===== src/rtl/quadratic_root_search_pkg.sv =====
// Shared encodings for the quadratic root search: FSM states, operand-select and ALU mux codes.
// No logic; no latency; no backpressure.
package quadratic_root_search_pkg;

  // 13 of the 16 encodings are used; 13..15 fall back to S_LOAD_A.
  typedef enum logic [3:0] {
    S_LOAD_A      = 4'd0,
    S_LOAD_A_WAIT = 4'd1,
    S_LOAD_B      = 4'd2,
    S_LOAD_B_WAIT = 4'd3,
    S_LOAD_C      = 4'd4,
    S_LOAD_C_WAIT = 4'd5,
    S_LOAD_Y      = 4'd6,
    S_LOAD_Y_WAIT = 4'd7,
    S_EVAL_0      = 4'd8,
    S_EVAL_1      = 4'd9,
    S_CHECK       = 4'd10,
    S_DONE        = 4'd11,
    S_DONE_WAIT   = 4'd12
  } state_t;

  localparam logic [1:0] SEL_A = 2'd0;
  localparam logic [1:0] SEL_B = 2'd1;
  localparam logic [1:0] SEL_C = 2'd2;
  localparam logic [1:0] SEL_Y = 2'd3;

  localparam logic [1:0] MUL_SRC_A   = 2'd0;
  localparam logic [1:0] MUL_SRC_ACC = 2'd1;
  localparam logic [1:0] ADD_SRC_B   = 2'd0;
  localparam logic [1:0] ADD_SRC_C   = 2'd1;

endpackage


===== src/rtl/qrs_control.sv =====
// Control FSM: sequences operand loads via go press/release, then steps the Horner search.
// Latency: 3 cycles per candidate x; backpressure: go handshake only, go ignored while busy.
module qrs_control
  import quadratic_root_search_pkg::*;
(
  input  logic       clk,
  input  logic       resetn,
  input  logic       go,
  input  logic       match,
  input  logic       x_max,
  output logic [1:0] load_sel,
  output logic       ld_en,
  output logic       x_clr,
  output logic       x_inc,
  output logic       acc_ld,
  output logic [1:0] mul_sel,
  output logic [1:0] add_sel,
  output logic       res_found,
  output logic       res_none,
  output logic       busy,
  output logic       done
);

  state_t state, state_nxt;

  always_ff @(posedge clk) begin
    if (!resetn) state <= S_LOAD_A;
    else         state <= state_nxt;
  end

  always_comb begin
    state_nxt = S_LOAD_A;
    load_sel  = SEL_A;
    ld_en     = 1'b0;
    x_clr     = 1'b0;
    x_inc     = 1'b0;
    acc_ld    = 1'b0;
    mul_sel   = MUL_SRC_A;
    add_sel   = ADD_SRC_B;
    res_found = 1'b0;
    res_none  = 1'b0;
    busy      = 1'b0;
    done      = 1'b0;
    case (state)
      S_LOAD_A: begin
        ld_en = 1'b1;
        state_nxt = go ? S_LOAD_A_WAIT : S_LOAD_A;
      end
      S_LOAD_A_WAIT: state_nxt = go ? S_LOAD_A_WAIT : S_LOAD_B;
      S_LOAD_B: begin
        load_sel = SEL_B;
        ld_en = 1'b1;
        state_nxt = go ? S_LOAD_B_WAIT : S_LOAD_B;
      end
      S_LOAD_B_WAIT: begin
        load_sel = SEL_B;
        state_nxt = go ? S_LOAD_B_WAIT : S_LOAD_C;
      end
      S_LOAD_C: begin
        load_sel = SEL_C;
        ld_en = 1'b1;
        state_nxt = go ? S_LOAD_C_WAIT : S_LOAD_C;
      end
      S_LOAD_C_WAIT: begin
        load_sel = SEL_C;
        state_nxt = go ? S_LOAD_C_WAIT : S_LOAD_Y;
      end
      S_LOAD_Y: begin
        load_sel = SEL_Y;
        ld_en = 1'b1;
        state_nxt = go ? S_LOAD_Y_WAIT : S_LOAD_Y;
      end
      S_LOAD_Y_WAIT: begin
        load_sel = SEL_Y;
        x_clr = ~go;
        state_nxt = go ? S_LOAD_Y_WAIT : S_EVAL_0;
      end
      S_EVAL_0: begin
        busy = 1'b1;
        acc_ld = 1'b1;
        state_nxt = S_EVAL_1;
      end
      S_EVAL_1: begin
        busy = 1'b1;
        acc_ld = 1'b1;
        mul_sel = MUL_SRC_ACC;
        add_sel = ADD_SRC_C;
        state_nxt = S_CHECK;
      end
      S_CHECK: begin
        busy = 1'b1;
        if (match) begin
          res_found = 1'b1;
          state_nxt = S_DONE;
        end else if (x_max) begin
          res_none = 1'b1;
          state_nxt = S_DONE;
        end else begin
          x_inc = 1'b1;
          state_nxt = S_EVAL_0;
        end
      end
      S_DONE: begin
        done = 1'b1;
        state_nxt = go ? S_DONE_WAIT : S_DONE;
      end
      S_DONE_WAIT: begin
        done = 1'b1;
        state_nxt = go ? S_DONE_WAIT : S_LOAD_A;
      end
      default: state_nxt = S_LOAD_A;
    endcase
  end

endmodule


===== src/rtl/qrs_datapath.sv =====
// Operand registers, x counter, accumulator, shared multiply-add ALU and result registers.
// Latency: one register stage per control step; no backpressure.
module qrs_datapath
  import quadratic_root_search_pkg::*;
#(
  parameter int WIDTH = 8
) (
  input  logic             clk,
  input  logic             resetn,
  input  logic [WIDTH-1:0] data_in,
  input  logic [1:0]       load_sel,
  input  logic             ld_en,
  input  logic             x_clr,
  input  logic             x_inc,
  input  logic             acc_ld,
  input  logic [1:0]       mul_sel,
  input  logic [1:0]       add_sel,
  input  logic             res_found,
  input  logic             res_none,
  output logic             match,
  output logic             x_max,
  output logic             found,
  output logic [WIDTH-1:0] x_result
);

  logic [WIDTH-1:0] a_reg, b_reg, c_reg, y_reg, x_reg, acc;
  logic [WIDTH-1:0] mul_a, add_b, prod, alu_out;

  always_comb begin
    mul_a = a_reg;
    add_b = b_reg;
    if (mul_sel == MUL_SRC_ACC) mul_a = acc;
    if (add_sel == ADD_SRC_C)   add_b = c_reg;
  end

  // Both operations wrap modulo 2^WIDTH by sizing to WIDTH bits.
  assign prod    = mul_a * x_reg;
  assign alu_out = prod + add_b;
  assign match   = (acc == y_reg);
  assign x_max   = (x_reg == {WIDTH{1'b1}});

  always_ff @(posedge clk) begin
    if (!resetn) begin
      a_reg    <= '0;
      b_reg    <= '0;
      c_reg    <= '0;
      y_reg    <= '0;
      x_reg    <= '0;
      acc      <= '0;
      x_result <= '0;
      found    <= 1'b0;
    end else begin
      if (ld_en) begin
        case (load_sel)
          SEL_A:   a_reg <= data_in;
          SEL_B:   b_reg <= data_in;
          SEL_C:   c_reg <= data_in;
          default: y_reg <= data_in;
        endcase
      end
      if (x_clr)      x_reg <= '0;
      else if (x_inc) x_reg <= x_reg + 1'b1;
      if (acc_ld) acc <= alu_out;
      if (res_found) begin
        x_result <= x_reg;
        found    <= 1'b1;
      end else if (res_none) begin
        x_result <= {WIDTH{1'b1}};
        found    <= 1'b0;
      end
    end
  end

endmodule


===== src/rtl/quadratic_root_search.sv =====
// Finds the smallest x with A*x^2 + B*x + C == Y (mod 2^WIDTH) after a four-operand go-handshake load.
// Latency: 3*(k+1) cycles for a root at k, 3*2^WIDTH if none; no backpressure beyond go.
module quadratic_root_search #(
  parameter int WIDTH = 8
) (
  input  logic             clk,
  input  logic             resetn,
  input  logic             go,
  input  logic [WIDTH-1:0] data_in,
  output logic [1:0]       load_sel,
  output logic             busy,
  output logic             done,
  output logic             found,
  output logic [WIDTH-1:0] x_result
);

  logic       ld_en, x_clr, x_inc, acc_ld, res_found, res_none, match, x_max;
  logic [1:0] mul_sel, add_sel;

  qrs_control u_control (
    .clk       (clk),
    .resetn    (resetn),
    .go        (go),
    .match     (match),
    .x_max     (x_max),
    .load_sel  (load_sel),
    .ld_en     (ld_en),
    .x_clr     (x_clr),
    .x_inc     (x_inc),
    .acc_ld    (acc_ld),
    .mul_sel   (mul_sel),
    .add_sel   (add_sel),
    .res_found (res_found),
    .res_none  (res_none),
    .busy      (busy),
    .done      (done)
  );

  qrs_datapath #(.WIDTH(WIDTH)) u_datapath (
    .clk       (clk),
    .resetn    (resetn),
    .data_in   (data_in),
    .load_sel  (load_sel),
    .ld_en     (ld_en),
    .x_clr     (x_clr),
    .x_inc     (x_inc),
    .acc_ld    (acc_ld),
    .mul_sel   (mul_sel),
    .add_sel   (add_sel),
    .res_found (res_found),
    .res_none  (res_none),
    .match     (match),
    .x_max     (x_max),
    .found     (found),
    .x_result  (x_result)
  );

endmodule

===== config.mk =====
export PLATFORM = sky130hd
export DESIGN_NAME = quadratic_root_search
export DESIGN_NICKNAME = d
export VERILOG_FILES = /design/src/rtl/quadratic_root_search_pkg.sv /design/src/rtl/qrs_control.sv /design/src/rtl/qrs_datapath.sv /design/src/rtl/quadratic_root_search.sv
export SDC_FILE = /design/constraint.sdc
export NUM_CORES = 1
export LEC_CHECK = 0
export BUFFER_PORTS_ARGS = -buffer_cell sky130_fd_sc_hd__buf_2
export CORE_ASPECT_RATIO = 1.1
export CORE_MARGIN = 2
export CORE_UTILIZATION = 40
export DETAILED_ROUTE_END_ITERATION = 8
export HOLD_SLACK_MARGIN = 0.12
export PLACE_DENSITY = 0.6
export SYNTH_ARGS = -nofsm -noshare
export SYNTH_HDL_FRONTEND = slang
export SYNTH_SLANG_ARGS = --single-unit

===== constraint.sdc =====
create_clock -name clk -period 5.8 [get_ports clk]
set_input_delay 0.58 -clock clk [delete_from_list [all_inputs] [get_ports clk]]
set_output_delay 0.58 -clock clk [all_outputs]
set_load 0.02 [all_outputs]

# Word-level counts from Yosys, hierarchy flattened

Cells that the tools add are included.

Logic and storage cells: 82
Input bits: 11
Output and inout bits: 13
Register bits: 61

Reductions and logical operators: 16
$add $sub $neg: 2
Eq/ne operators: 17
Bitwise logic cells: 3
$mul: 1
Mux-type cells: 34

Operators by type and width:

| kind                                           | number |
|---|---|
| case mux 4 bit (13 select lines)               | 1 |
| 2-to-1 mux 8 bit                               | 4 |
| == test 4 bit (second input constant)          | 5 |
| 2-to-1 mux 1 bit                               | 20 |
| == test 4 x 3 -> 1 bit (second input constant) | 4 |
| 2-to-1 mux 4 bit                               | 3 |
| OR reduction 2 bit                             | 6 |
| adder 8 x 1 -> 8 bit (second input constant)   | 1 |
| adder 8 bit                                    | 1 |
| == test 4 x 2 -> 1 bit (second input constant) | 2 |
| == test 8 bit                                  | 1 |
| == test 8 bit (second input constant)          | 1 |
| multiplier 8 x 8 -> 8 bit                      | 1 |
| AND reduction 2 bit                            | 4 |
| 2-to-1 mux 2 bit                               | 3 |
| 2-to-1 mux 3 bit                               | 2 |
| case mux 2 bit (3 select lines)                | 1 |
| OR reduction 3 bit                             | 2 |
| == test 4 x 1 -> 1 bit (second input constant) | 1 |
| logical NOT 4 bit                              | 1 |
| OR reduction 4 bit                             | 1 |
| inverter 1 bit                                 | 3 |
| == test 2 x 1 -> 1 bit (second input constant) | 1 |
| == test 2 bit (second input constant)          | 1 |
| other kinds (3)                                | 3 |

# Longest topological paths before layout

Gate-level depths: netlist of the first run.

Depth after elaboration: 7
Mapped depth: 21
Mapped depth without buffers: 19

# Modules after synthesis

From an unflattened synthesis of the first run, not the netlist that was laid out.

Cell total of the unflattened synthesis: 411
Area total of the unflattened synthesis: 3,947.5 µm²

Modules (own cells, without submodules):

| module       | times used | seq. area each (µm²) | cells an instance | area each (µm²) |
|---|---|---|---|---|
| qrs_datapath | 1          | 1,141.1              | 359               | 3,555.9 |
| qrs_control  | 1          | 80.1                 | 52                | 391.6 |

# Worst setup path after synthesis of the first run

Ideal clock, no wire load.

Kind: flip-flop to flip-flop
From: register u_control.state[0]
To: register u_datapath.acc[7]
Arrival: 4.756 ns
Slack: 0.903 ns
Buffers on the path: 1
Stages on the path, launching flop included: 20
Period minus slack after synthesis: 4.897 ns
Library setup time: 0.141 ns
Data required time: 5.659 ns
Cell sequence: dfxtp_1 -> nor4bb_1 -> clkbuf_1 -> nand2_1 -> nand2_1 -> nand2_1 -> fa_1 -> inv_1 -> fa_1 -> ha_1 -> inv_1 -> fa_1 -> inv_1 -> ha_1 -> a21o_1 -> a21oi_1 -> xnor3_1 -> xnor2_1 -> xnor2_1 -> o22ai_1

Word-level cells in the longest chain between the ends: 6

Ends and longest elaborated chain:

| what                      | line                                   | text |
|---|---|---|
| from (decl)               | qrs_control.sv:24                      | `state_t state, state_nxt;` |
| from (signal assigned)    | qrs_control.sv:28                      | `else state <= state_nxt;` |
| == test 4 bit             | qrs_control.sv:44                      | `case (state)` |
| 2-to-1 mux 1 bit          | qrs_control.sv:44                      |  |
| == test 1 bit             | qrs_datapath.sv:32, qrs_datapath.sv:33 |  |
| 2-to-1 mux 8 bit          | qrs_datapath.sv:32                     | `if (mul_sel == MUL_SRC_ACC) mul_a = acc;` |
| multiplier 8 x 8 -> 8 bit | qrs_datapath.sv:37                     | `assign prod = mul_a * x_reg;` |
| adder 8 bit               | qrs_datapath.sv:38                     | `assign alu_out = prod + add_b;` |
| to (signal assigned)      | qrs_datapath.sv:63                     | `if (acc_ld) acc <= alu_out;` |
| to (decl)                 | qrs_datapath.sv:26                     | `logic [WIDTH-1:0] a_reg, b_reg, c_reg, y_reg, x_reg, acc;` |

Parallel ways exist; a longest one is shown, timed or not.
A chain may end at the register's enable or synchronous reset.

# Final worst setup path of the first run

Same ends and word-level chain as after synthesis.

==> results of run 1 <==
## Yosys cell counts, drive strengths merged, types with 2 or more instances
master | count | area, µm²
o21ai | 7 | 35.03
a211oi | 2 | 15.01
mux2 | 7 | 82.57
xnor2 | 22 | 192.7
a21oi | 31 | 155.2
nand2 | 78 | 292.8
nand3 | 10 | 50.05
a21o | 2 | 15.01
dfxtp | 61 | 1221
nor3 | 5 | 30.03
a31oi | 3 | 18.77
nand4 | 6 | 37.54
mux2i | 27 | 270.3
a32oi | 2 | 17.52
xor2 | 8 | 70.07
ha | 18 | 225.2
clkbuf | 20 | 75.07
o221a | 8 | 90.09
and2 | 7 | 43.79
nor2 | 31 | 116.4
fa | 18 | 360.4
nand2b | 10 | 62.56
inv | 32 | 120.1
buf | 2 | 10.01
nor2b | 9 | 56.30
## cells by family after synthesis
family / share of synthesized area (%)
multiplexers: 9.307
flip-flops: 32.21
buffers and inverters: 5.512
adder cells (fa/ha/maj): 15.45
AO/OA/AOI/OAI: 9.703
XOR/XNOR: 7.525
AND/OR/NAND/NOR: 20.30
## routing by layer
metal / part of all wire (%) / up-vias
met5: 0 / -
met4: 1.8 / 0
met3: 3.0 / 12
met2: 47 / 43
met1: 48 / 1422
li1: - / 1491
## worst max path at each step
stage                  startpoint                end  slack (ps)  depth (start not counted)
2_1_floorplan  u_control.state[0]  u_datapath.acc[7]         900                         19
3_3_place_gp   u_control.state[3]  u_datapath.acc[7]         540                         16
3_5_place_dp   u_control.state[0]  u_datapath.acc[7]         460                         16
4_1_cts        u_control.state[0]  u_datapath.acc[7]         440                         16
5_1_grt        u_control.state[0]  u_datapath.acc[7]         110                         17
6_report       u_control.state[0]  u_datapath.acc[7]         450                         17
## critical path, delay by kind of cell, from the launching register on
family          cells  cell delay (ps)
compound gates      3              300
mux                 1              530
simple gates        2              760
flops               1              630
buf+inv             2              130
fa+ha+maj           6             2160
xor+xnor            3              680
## stage by stage
stage | instance area [µm²] | hold slack [ps] | power (mW)
CTS | 4218 | 453.6 | 0.8854
floorplan | 3791 | 432.9 | 0.4741
global route | 4218 | 474.6 | 0.9099
finish | 4218 | 453.0 | 0.8742
detailed placement | 4019 | 442.8 | 0.4953
global placement | 4019 | 440.2 | 0.4940
## final cells by class
cell class                      count  area share, %
Timing Repair Buffer               29          3.797
Inverter                           33          2.937
Clock inverter                      4          1.127
Multi-Input combinational cell    324          56.13
Clock buffer                       11          3.589
Sequential cell                    61          28.95
Tap cell                          117          3.471
## power by group
part / switching (mW) / total, mW / leakage [nW] / internal, mW
Combinational: 0.0337 / 0.0537 / 1.20 / 0.0200
Clock: 0.170 / 0.388 / 0.101 / 0.218
Sequential: 0.00699 / 0.432 / 0.494 / 0.425
==> flow_summary_export.csv, run 1 <==
group,metric,value,unit
status,status,"finished clean",
layout,fin_cells,579,
critical_path,startpoint_type,"register",
placed_design,dp.cells,564,
detailed_routing,wl_per_cell,14.81,µm
global_route,grt_use_met2,28.57,%
clock_tree,cts_resized,0,
die,dieArea,10270,µm²
layout,nNetsFinal,505,
layout,fin_util,45.33,%
clock_tree,clk_latency,340,ps
layout,diodes,0,
logic_synthesis,avgSynthCellArea,8.616,µm²
logic_synthesis,synth.net_count,487,
critical_path,cpPeakStageDelay,630,ps
clock_tree,cts_setup_buffers,0,
min_path,holdPathStages,2,
logic_synthesis,ys_ff_latch,61,
clock_tree,cts_made_buffers,9,
pwr,power.density,207.3,nW/µm²
pwr,max-vdd-ir-drop,0.0001728,V
detailed_routing,viasPerCell,5.126,
clock_tree,ctsHoldBuffers,0,
clock_tree,tritoncts,"built",
sta,worst_slew_pin_slew,1076,ps
layout,layout_commonest_cell,"nand2_1",
layout,area_growth,11.25,%
critical_path,r2r_end,"u_datapath.acc[7]",
die,dieWidth,96.83,µm
clock_tree,cts-htree-levels,3,
global_route,grt_first_pass_wirelength,14.59,mm
die,die_h,106.1,µm
logic_synthesis,synthCells,440,
critical_path,critPathMaxFanout,16,
logic_synthesis,synth_cell_types,41,
clock_tree,cts_root_buf,"clkbuf_8",
global_route,grt_pass1_vias,2942,
min_path,hp-start,"u_datapath.c_reg[3]",
global_route,grt-busiest-layer,"met2",
placed_design,place_congestion,0.7980,
critical_path,r2r-start,"u_control.state[0]",
critical_path,critPathArrivalTime,5550,ps
die,boundaryPins,24,
sta,min_period,5354,ps
layout,layout_common_cells,"78 x nand2_1, 61 x dfxtp_1, 32 x inv_1",
sta,fin_setup_tns,0,ps
layout,drive_gt1_share,13.64,%
detailed_routing,drt-total-wl,8.573,mm
detailed_routing,dr.pass1.iters,4,
run,cap_violations,0,
critical_path,critPathKind,"reg -> reg",
critical_path,cp.required,6000,ps
detailed_routing,drc,0,
clock_tree,cts_buffer_depth,2,
critical_path,reg2reg_slack,450,ps
logic_synthesis,yosysWarningCount,0,
clock_tree,path_clk_slew,70,ps
die,initial_core_util,40.74,%
sta,hold_viol_final,0,
sta,drv_slew,0,
sta,skew,9.922,ps
global_route,use_met1,23.71,%
sta,rsz0062_at_grt,"false",
clock_tree,cts_num_sinks,61,
logic_synthesis,seq_area_frac_synth,32.21,%
sta,clock.fmax,186.8,MHz
detailed_routing,first_iter_violations,130,
placed_design,io_buffers,23,
logic_synthesis,synth_edf_count,0,
logic_synthesis,ys.flop_type,"dfxtp_1",
critical_path,ff2ff_path_depth,17,
min_path,min_to,"u_datapath.c_reg[3]",
logic_synthesis,postSynth.asyncResetShare,0,%
sta,setup_viol,0,
global_route,grt_max_degree,45,
min_path,hold_path.class,"reg -> reg",
sta,relSlewSlack,27.69,%
detailed_routing,antenna_left,0,
logic_synthesis,syn-cell-area,3791,µm²
global_route,grt_antenna_before_repair,0,
layout,area.sequential,1221,µm²
detailed_routing,vias,2968,
sta,setup_ws,445.8,ps
layout,multi_input_comb_area,2367,µm²
die,num_rows,37,
critical_path,cp_cell_sequence,"nand4bb_1, mux2_2, and2_1, fa_1, ha_1, ha_1, fa_1, ha_1, inv_1, fa_1, inv_1, a21o_1, a21oi_1, xnor3_1, xnor2_1, xnor2_1, o22ai_1",
pwr,power_leakage,1.791,nW
layout,fill_cells,917,
global_route,grt_usage,17.80,%
critical_path,crit_path_end_kind,"register",
sta,post-route-period-util,92.31,%
global_route,overflow,0,
die,core-area,9305,µm²
critical_path,slowest_stage,"dfxtp_1",
placed_design,hpwl,6.280,mm
placed_design,pre_cts_slack,460.1,ps
global_route,grt_use_met3,3.222,%
Note: power is estimated with default switching activity, not from simulation.
==> inputs of run 2 (changes only) <==
- CORE_MARGIN: 2 -> not set
- REMOVE_ABC_BUFFERS: not set -> 1
==> run 2 against run 1 <==
Net effect: utilization rose by 1.5 points; register-to-register slack improved by 280 ps; sequential cell count did not move; fmax rose by 5.5%; sequential power barely moved; final cell count did not move; clock-buffer cell count rose by 3; routed wire length rose by 2.4%; global-route usage rose by 1.7 points; highest routed layer unchanged.
==> flow_summary_export.csv, run 2 (synthesis results as in run 1) <==
group,metric,value,unit
sta,drv_slew,0,
pwr,max-vdd-ir-drop,0.0001365,V
placed_design,place_congestion,0.8125,
placed_design,dp.cells,564,
layout,fin_cells,579,
layout,stdcell_area,4215,µm²
sta,worst_slew_pin_slew,1192,ps
detailed_routing,wl_per_cell,15.16,µm
clock_tree,clk_latency,340,ps
detailed_routing,drt-total-wl,8.778,mm
sta,clock.fmax,197.0,MHz
sta,fin_setup_tns,0,ps
clock_tree,cts_root_buf,"clkbuf_8",
clock_tree,cts_setup_buffers,0,
global_route,grt_first_pass_wirelength,14.74,mm
status,status,"finished clean",
run,cap_violations,0,
placed_design,io_buffers,23,
sta,setup_viol,0,
min_path,hold_path.class,"reg -> reg",
clock_tree,cts-htree-levels,3,
layout,nNetsFinal,508,
layout,fill_cells,921,
detailed_routing,vias,2997,
critical_path,cp.required,5990,ps
global_route,grt_usage,19.49,%
die,boundaryPins,24,
sta,skew,6.678,ps
detailed_routing,dr.pass1.iters,4,
sta,min_period,5076,ps
global_route,overflow,0,
die,dieArea,9872,µm²
clock_tree,path_clk_slew,70,ps
clock_tree,cts_num_sinks,61,
die,die_h,104.1,µm
pwr,power_leakage,1.799,nW
placed_design,hpwl,6.532,mm
sta,rsz0062_at_grt,"false",
global_route,grt_max_degree,45,
clock_tree,tritoncts,"built",
sta,fin_hold_ws,459.6,ps
die,initial_core_util,42.08,%
die,num_rows,36,
global_route,grt_antenna_before_repair,0,
critical_path,critPathKind,"reg -> reg",
die,core-area,9009,µm²
sta,hold_viol_final,0,
pwr,fin_total_pwr,0.8329,mW
global_route,grt_pass1_vias,2982,
critical_path,critPathArrivalTime,5260,ps
sta,relSlewSlack,19.94,%
detailed_routing,drc,0,
die,dieWidth,94.83,µm
critical_path,startpoint_type,"register",
detailed_routing,first_iter_violations,177,
pwr,power.density,197.6,nW/µm²
detailed_routing,viasPerCell,5.176,
sta,post-route-period-util,87.52,%
clock_tree,ctsHoldBuffers,0,
detailed_routing,antenna_left,0,
clock_tree,cts_made_buffers,9,
layout,layout_commonest_cell,"nand2_1",
clock_tree,cts_buffer_depth,2,
critical_path,critPathMaxFanout,13,
critical_path,crit_path_end_kind,"register",
layout,diodes,0,
layout,area_growth,11.19,%
layout,layout_common_cells,"78 x nand2_1, 61 x dfxtp_1, 32 x inv_1",
clock_tree,cts_resized,0,
layout,drive_gt1_share,13.76,%
placed_design,place_area,4038,µm²
-- run 2: cell types whose count changed in the layout (fill, tap and decap cells not counted) --
cell / previous run / this run
bufinv_16: 1 / 0
clkbuf_1: 0 / 2
clkinvlp_4: 1 / 0
clkinv_2: 2 / 1
clkbuf_8: 11 / 12
buf_4: 6 / 9
-- run 2: worst paths after layout --
check                                         start                  end  slack, ps  cells after the start
worst max-delay path             u_control.state[2]    u_datapath.acc[7]        720                     20
worst min-delay path            u_datapath.b_reg[2]  u_datapath.b_reg[2]        460                      2
worst max register to register   u_control.state[2]    u_datapath.acc[7]        720                     20
worst min register to register  u_datapath.b_reg[2]  u_datapath.b_reg[2]        460                      2
-- run 2: power by group --
group          leakage (nW)  switching (mW)  internal [mW]  total (mW)
registers             0.494         0.00701          0.426       0.433
clock network        0.0926           0.159          0.188       0.347
logic                  1.21          0.0330         0.0205      0.0535
total                  1.80           0.199          0.634       0.833
-- run 2: through the flow --
step	util (%)	worst slack [ps]
finish	46.79	723.9
global route	46.79	404.5
CTS	46.79	712.3
detailed placement	44.82	726.2
global placement	44.82	801.0
floorplan	-	105.4
-- run 2: critical path, stage by stage (launching register included) --
cell	delay (ps)
dfxtp_1	580
nand4bb_1	340
buf_4	260
nand2_1	70
nand2_1	140
nand2_1	100
fa_1	550
inv_1	40
ha_1	290
ha_1	320
fa_1	540
ha_1	170
inv_1	60
fa_1	410
inv_1	80
a21o_1	110
a21oi_1	80
xnor3_1	340
xnor2_1	200
xnor2_1	140
o22ai_1	100
-- run 2: cell type report --
type | count | area [µm²] | share of cell area, %
multi-input cells | 324 | 2367 | 56.16
repair buffers | 32 | 182.7 | 4.334
flip-flops and latches | 61 | 1221 | 28.97
clock inverters | 1 | 5.005 | 0.1187
well taps | 114 | 142.6 | 3.384
clock buffers | 14 | 172.7 | 4.096
inverters | 33 | 123.9 | 2.939
-- run 2: metal layers --
layer | vias up | GRT usage (%) | wire, µm
met5 | - | 0 | 0
li1 | 1496 | - | -
met3 | 15 | 4.532 | 442
met1 | 1424 | 26.21 | 4093
met2 | 62 | 29.80 | 4086
met4 | 0 | 7.900 | 156
==> inputs of run 3 (changes only) <==
- ABC_AREA: not set -> 1
- SYNTH_HIERARCHICAL: not set -> 1
==> run 3 against run 2 <==
Net effect: fmax shrank 4.7%; combinational power grew 57%; first-iteration DRC count is the same; die area grew 5.5%; worst setup slack lost 250 ps; clock-buffer cell count shrank 5; power grew 13%; sequential cell count is the same; register-to-register slack lost 250 ps; hold slack lost 2.9 ps; largest cell class unchanged; largest power group unchanged.
==> flow_summary_export.csv, run 3 <==
group,metric,value,unit
status,status,"finished clean",
detailed_routing,dr.pass1.iters,4,
layout,nNetsFinal,647,
clock_tree,cts_buffer_depth,2,
clock_tree,cts_num_sinks,61,
layout,area.sequential,1221,µm²
clock_tree,cts_root_buf,"clkbuf_8",
logic_synthesis,synth_area_leaders,"dfxtp_1 31%, inv_1 11%, nand2_1 9.4%, fa_1 9.0%, o21ai_0 7.0%",
logic_synthesis,postSynth.asyncResetShare,0,%
die,dieArea,10410,µm²
layout,layout_common_cells,"116 x inv_1, 100 x nand2_1, 61 x dfxtp_1",
min_path,holdPathStages,2,
critical_path,ff2ff_path_depth,26,
die,boundaryPins,24,
critical_path,critPathMaxFanout,15,
logic_synthesis,yosysWarningCount,6,
logic_synthesis,synth_edf_count,0,
logic_synthesis,synthCells,583,
layout,area_growth,10.03,%
sta,worst_slew_pin_slew,702.8,ps
critical_path,startpoint_type,"register",
logic_synthesis,yosys-top-cells-count,"116 x inv_1, 100 x nand2_1, 61 x dfxtp_1",
clock_tree,cts_setup_buffers,0,
detailed_routing,drt-total-wl,9.820,mm
die,die_h,106.9,µm
clock_tree,path_clk_slew,70,ps
placed_design,hpwl,7.817,mm
logic_synthesis,avgSynthCellArea,6.866,µm²
pwr,power.density,214.4,nW/µm²
sta,skew,7.627,ps
sta,min_period,5329,ps
logic_synthesis,yosysTopAreaCell,"dfxtp_1",
pwr,max-vdd-ir-drop,0.0001339,V
sta,rsz0062_at_grt,"false",
run,cap_violations,0,
logic_synthesis,ys_ff_latch,61,
placed_design,pre_cts_slack,490.3,ps
critical_path,slowest_stage,"nor2_2",
logic_synthesis,seq_area_frac_synth,30.51,%
die,dieWidth,97.38,µm
critical_path,reg2reg_slack,470,ps
die,core-area,9537,µm²
detailed_routing,antenna_left,0,
clock_tree,clk_latency,350,ps
critical_path,critPathKind,"reg -> reg",
global_route,grt_antenna_before_repair,0,
pwr,power_leakage,2.111,nW
critical_path,cp.required,6040,ps
layout,layout_commonest_cell,"inv_1",
clock_tree,tritoncts,"built",
sta,setup_ws,470.8,ps
critical_path,cpPeakStageDelay,540,ps
global_route,overflow,0,
placed_design,place_congestion,0.8936,
global_route,grt_first_pass_wirelength,16.08,mm
critical_path,path_delay_family,"adder cells",
global_route,grt_pass1_vias,3290,
detailed_routing,first_iter_violations,177,
global_route,grt_max_degree,50,
die,num_rows,37,
clock_tree,cts_made_buffers,9,
placed_design,io_buffers,23,
critical_path,critPathArrivalTime,5570,ps
logic_synthesis,ys.flop_type,"dfxtp_1",
min_path,hold_path.class,"reg -> reg",
sta,relSlewSlack,53.15,%
sta,fin_hold_ws,456.7,ps
detailed_routing,wl_per_cell,13.60,µm
layout,fill_cells,984,
sta,fin_setup_tns,0,ps
detailed_routing,vias,3570,
die,initial_core_util,41.97,%
sta,hold_viol_final,0,
min_path,hp-start,"u_datapath/c_reg[7]",
clock_tree,cts-htree-levels,3,
layout,drive_gt1_share,11.40,%
critical_path,path_buf_inv,6,
sta,drv_slew,0,
logic_synthesis,syn-cell-area,4003,µm²
detailed_routing,drc,0,
clock_tree,ctsHoldBuffers,0,
critical_path,r2r-start,"u_control/state[3]",
global_route,grt_usage,19.94,%
critical_path,crit_path_end_kind,"register",
sta,setup_viol,0,
min_path,min_to,"u_datapath/c_reg[7]",
sta,post-route-period-util,91.88,%
detailed_routing,viasPerCell,4.945,
logic_synthesis,yosysTopAreaCellShare,30.51,%
layout,diodes,0,
critical_path,r2r_end,"u_datapath/acc[7]",
logic_synthesis,synth.most_common_cell,"inv_1",
logic_synthesis,synth_cell_types,33,
clock_tree,cts_resized,0,
sta,clock.fmax,187.6,MHz
critical_path,cpMostUsedCell,"nand2_1",
layout,multi_input_comb_area,2238,µm²
run 3: changes by cell type in the layout (fill, tap and decap cells not counted), moves of 20 or more:
cell	change
a21oi_1	+23
inv_1	+84
mux2i_1	-27
nand2_1	+22
nand3_1	+20
nor2_1	+25
o21ai_0	+49
run 3: logic make-up (layout without fill, tap and decap cells):
logic type               Yosys count  in the layout  synth area share, %
AO/OA/AOI/OAI                    116            116                14.85
buffers and inverters            140            161                13.66
XOR/XNOR                           8              8                1.750
flip-flops                        61             61                30.51
AND/OR/NAND/NOR                  221            221                24.51
other                              1              2              0.09369
adder cells (fa/ha/maj)           36             36                14.63
run 3: how the worst max path moves through the flow:
stage                             end  slack, ps  cells after the start               start
floorplan           u_datapath/acc[7]        960                     26  u_control/state[3]
global placement    u_datapath/acc[7]        610                     26  u_control/state[3]
detailed placement  u_datapath/acc[7]        490                     26  u_control/state[3]
CTS                 u_datapath/acc[7]        470                     26  u_control/state[3]
global route        u_datapath/acc[7]         10                     26  u_control/state[3]
finish              u_datapath/acc[7]        470                     26  u_control/state[3]
run 3: routing by layer:
metal / share of wire (%) / GRT usage (%) / vias to the layer above / wire length, µm
met4: 2.2 / 8.088 / 0 / 218
met1: 47 / 26.74 / 1620 / 4638
met2: 46 / 31.77 / 93 / 4498
met5: 0 / 0 / - / 0
li1: - / - / 1843 / -
met3: 4.7 / 3.585 / 14 / 464
run 3: through the flow:
stage	power (mW)	area, µm²	std cells	utilization (%)
5_1_grt	0.9818	4404	722	46.18
2_1_floorplan	0.4982	3920	566	-
3_5_place_dp	0.5286	4182	706	43.85
3_3_place_gp	0.5277	4182	706	43.85
4_1_cts	0.9536	4404	722	46.18
6_report	0.9444	4404	722	46.18
run 3: final cells by class:
| class | instances | area share [%] |
|---|---|---|
| flip-flops and latches | 61 | 27.73 |
| multi-input cells | 383 | 50.82 |
| inverters | 122 | 10.45 |
| clock inverters | 7 | 2.244 |
| clock buffers | 9 | 2.813 |
| repair buffers | 23 | 2.614 |
| well taps | 117 | 3.324 |
run 3: worst min-delay path, stage by stage, from the launching register on:
cell	delay, ps
dfxtp_1	310
inv_1	50
a21oi_1	50
run 3: power by group:
group          internal [mW]  switching (mW)
registers              0.430         0.00627
logic                 0.0255          0.0584
clock network          0.244           0.181
total                  0.699           0.246
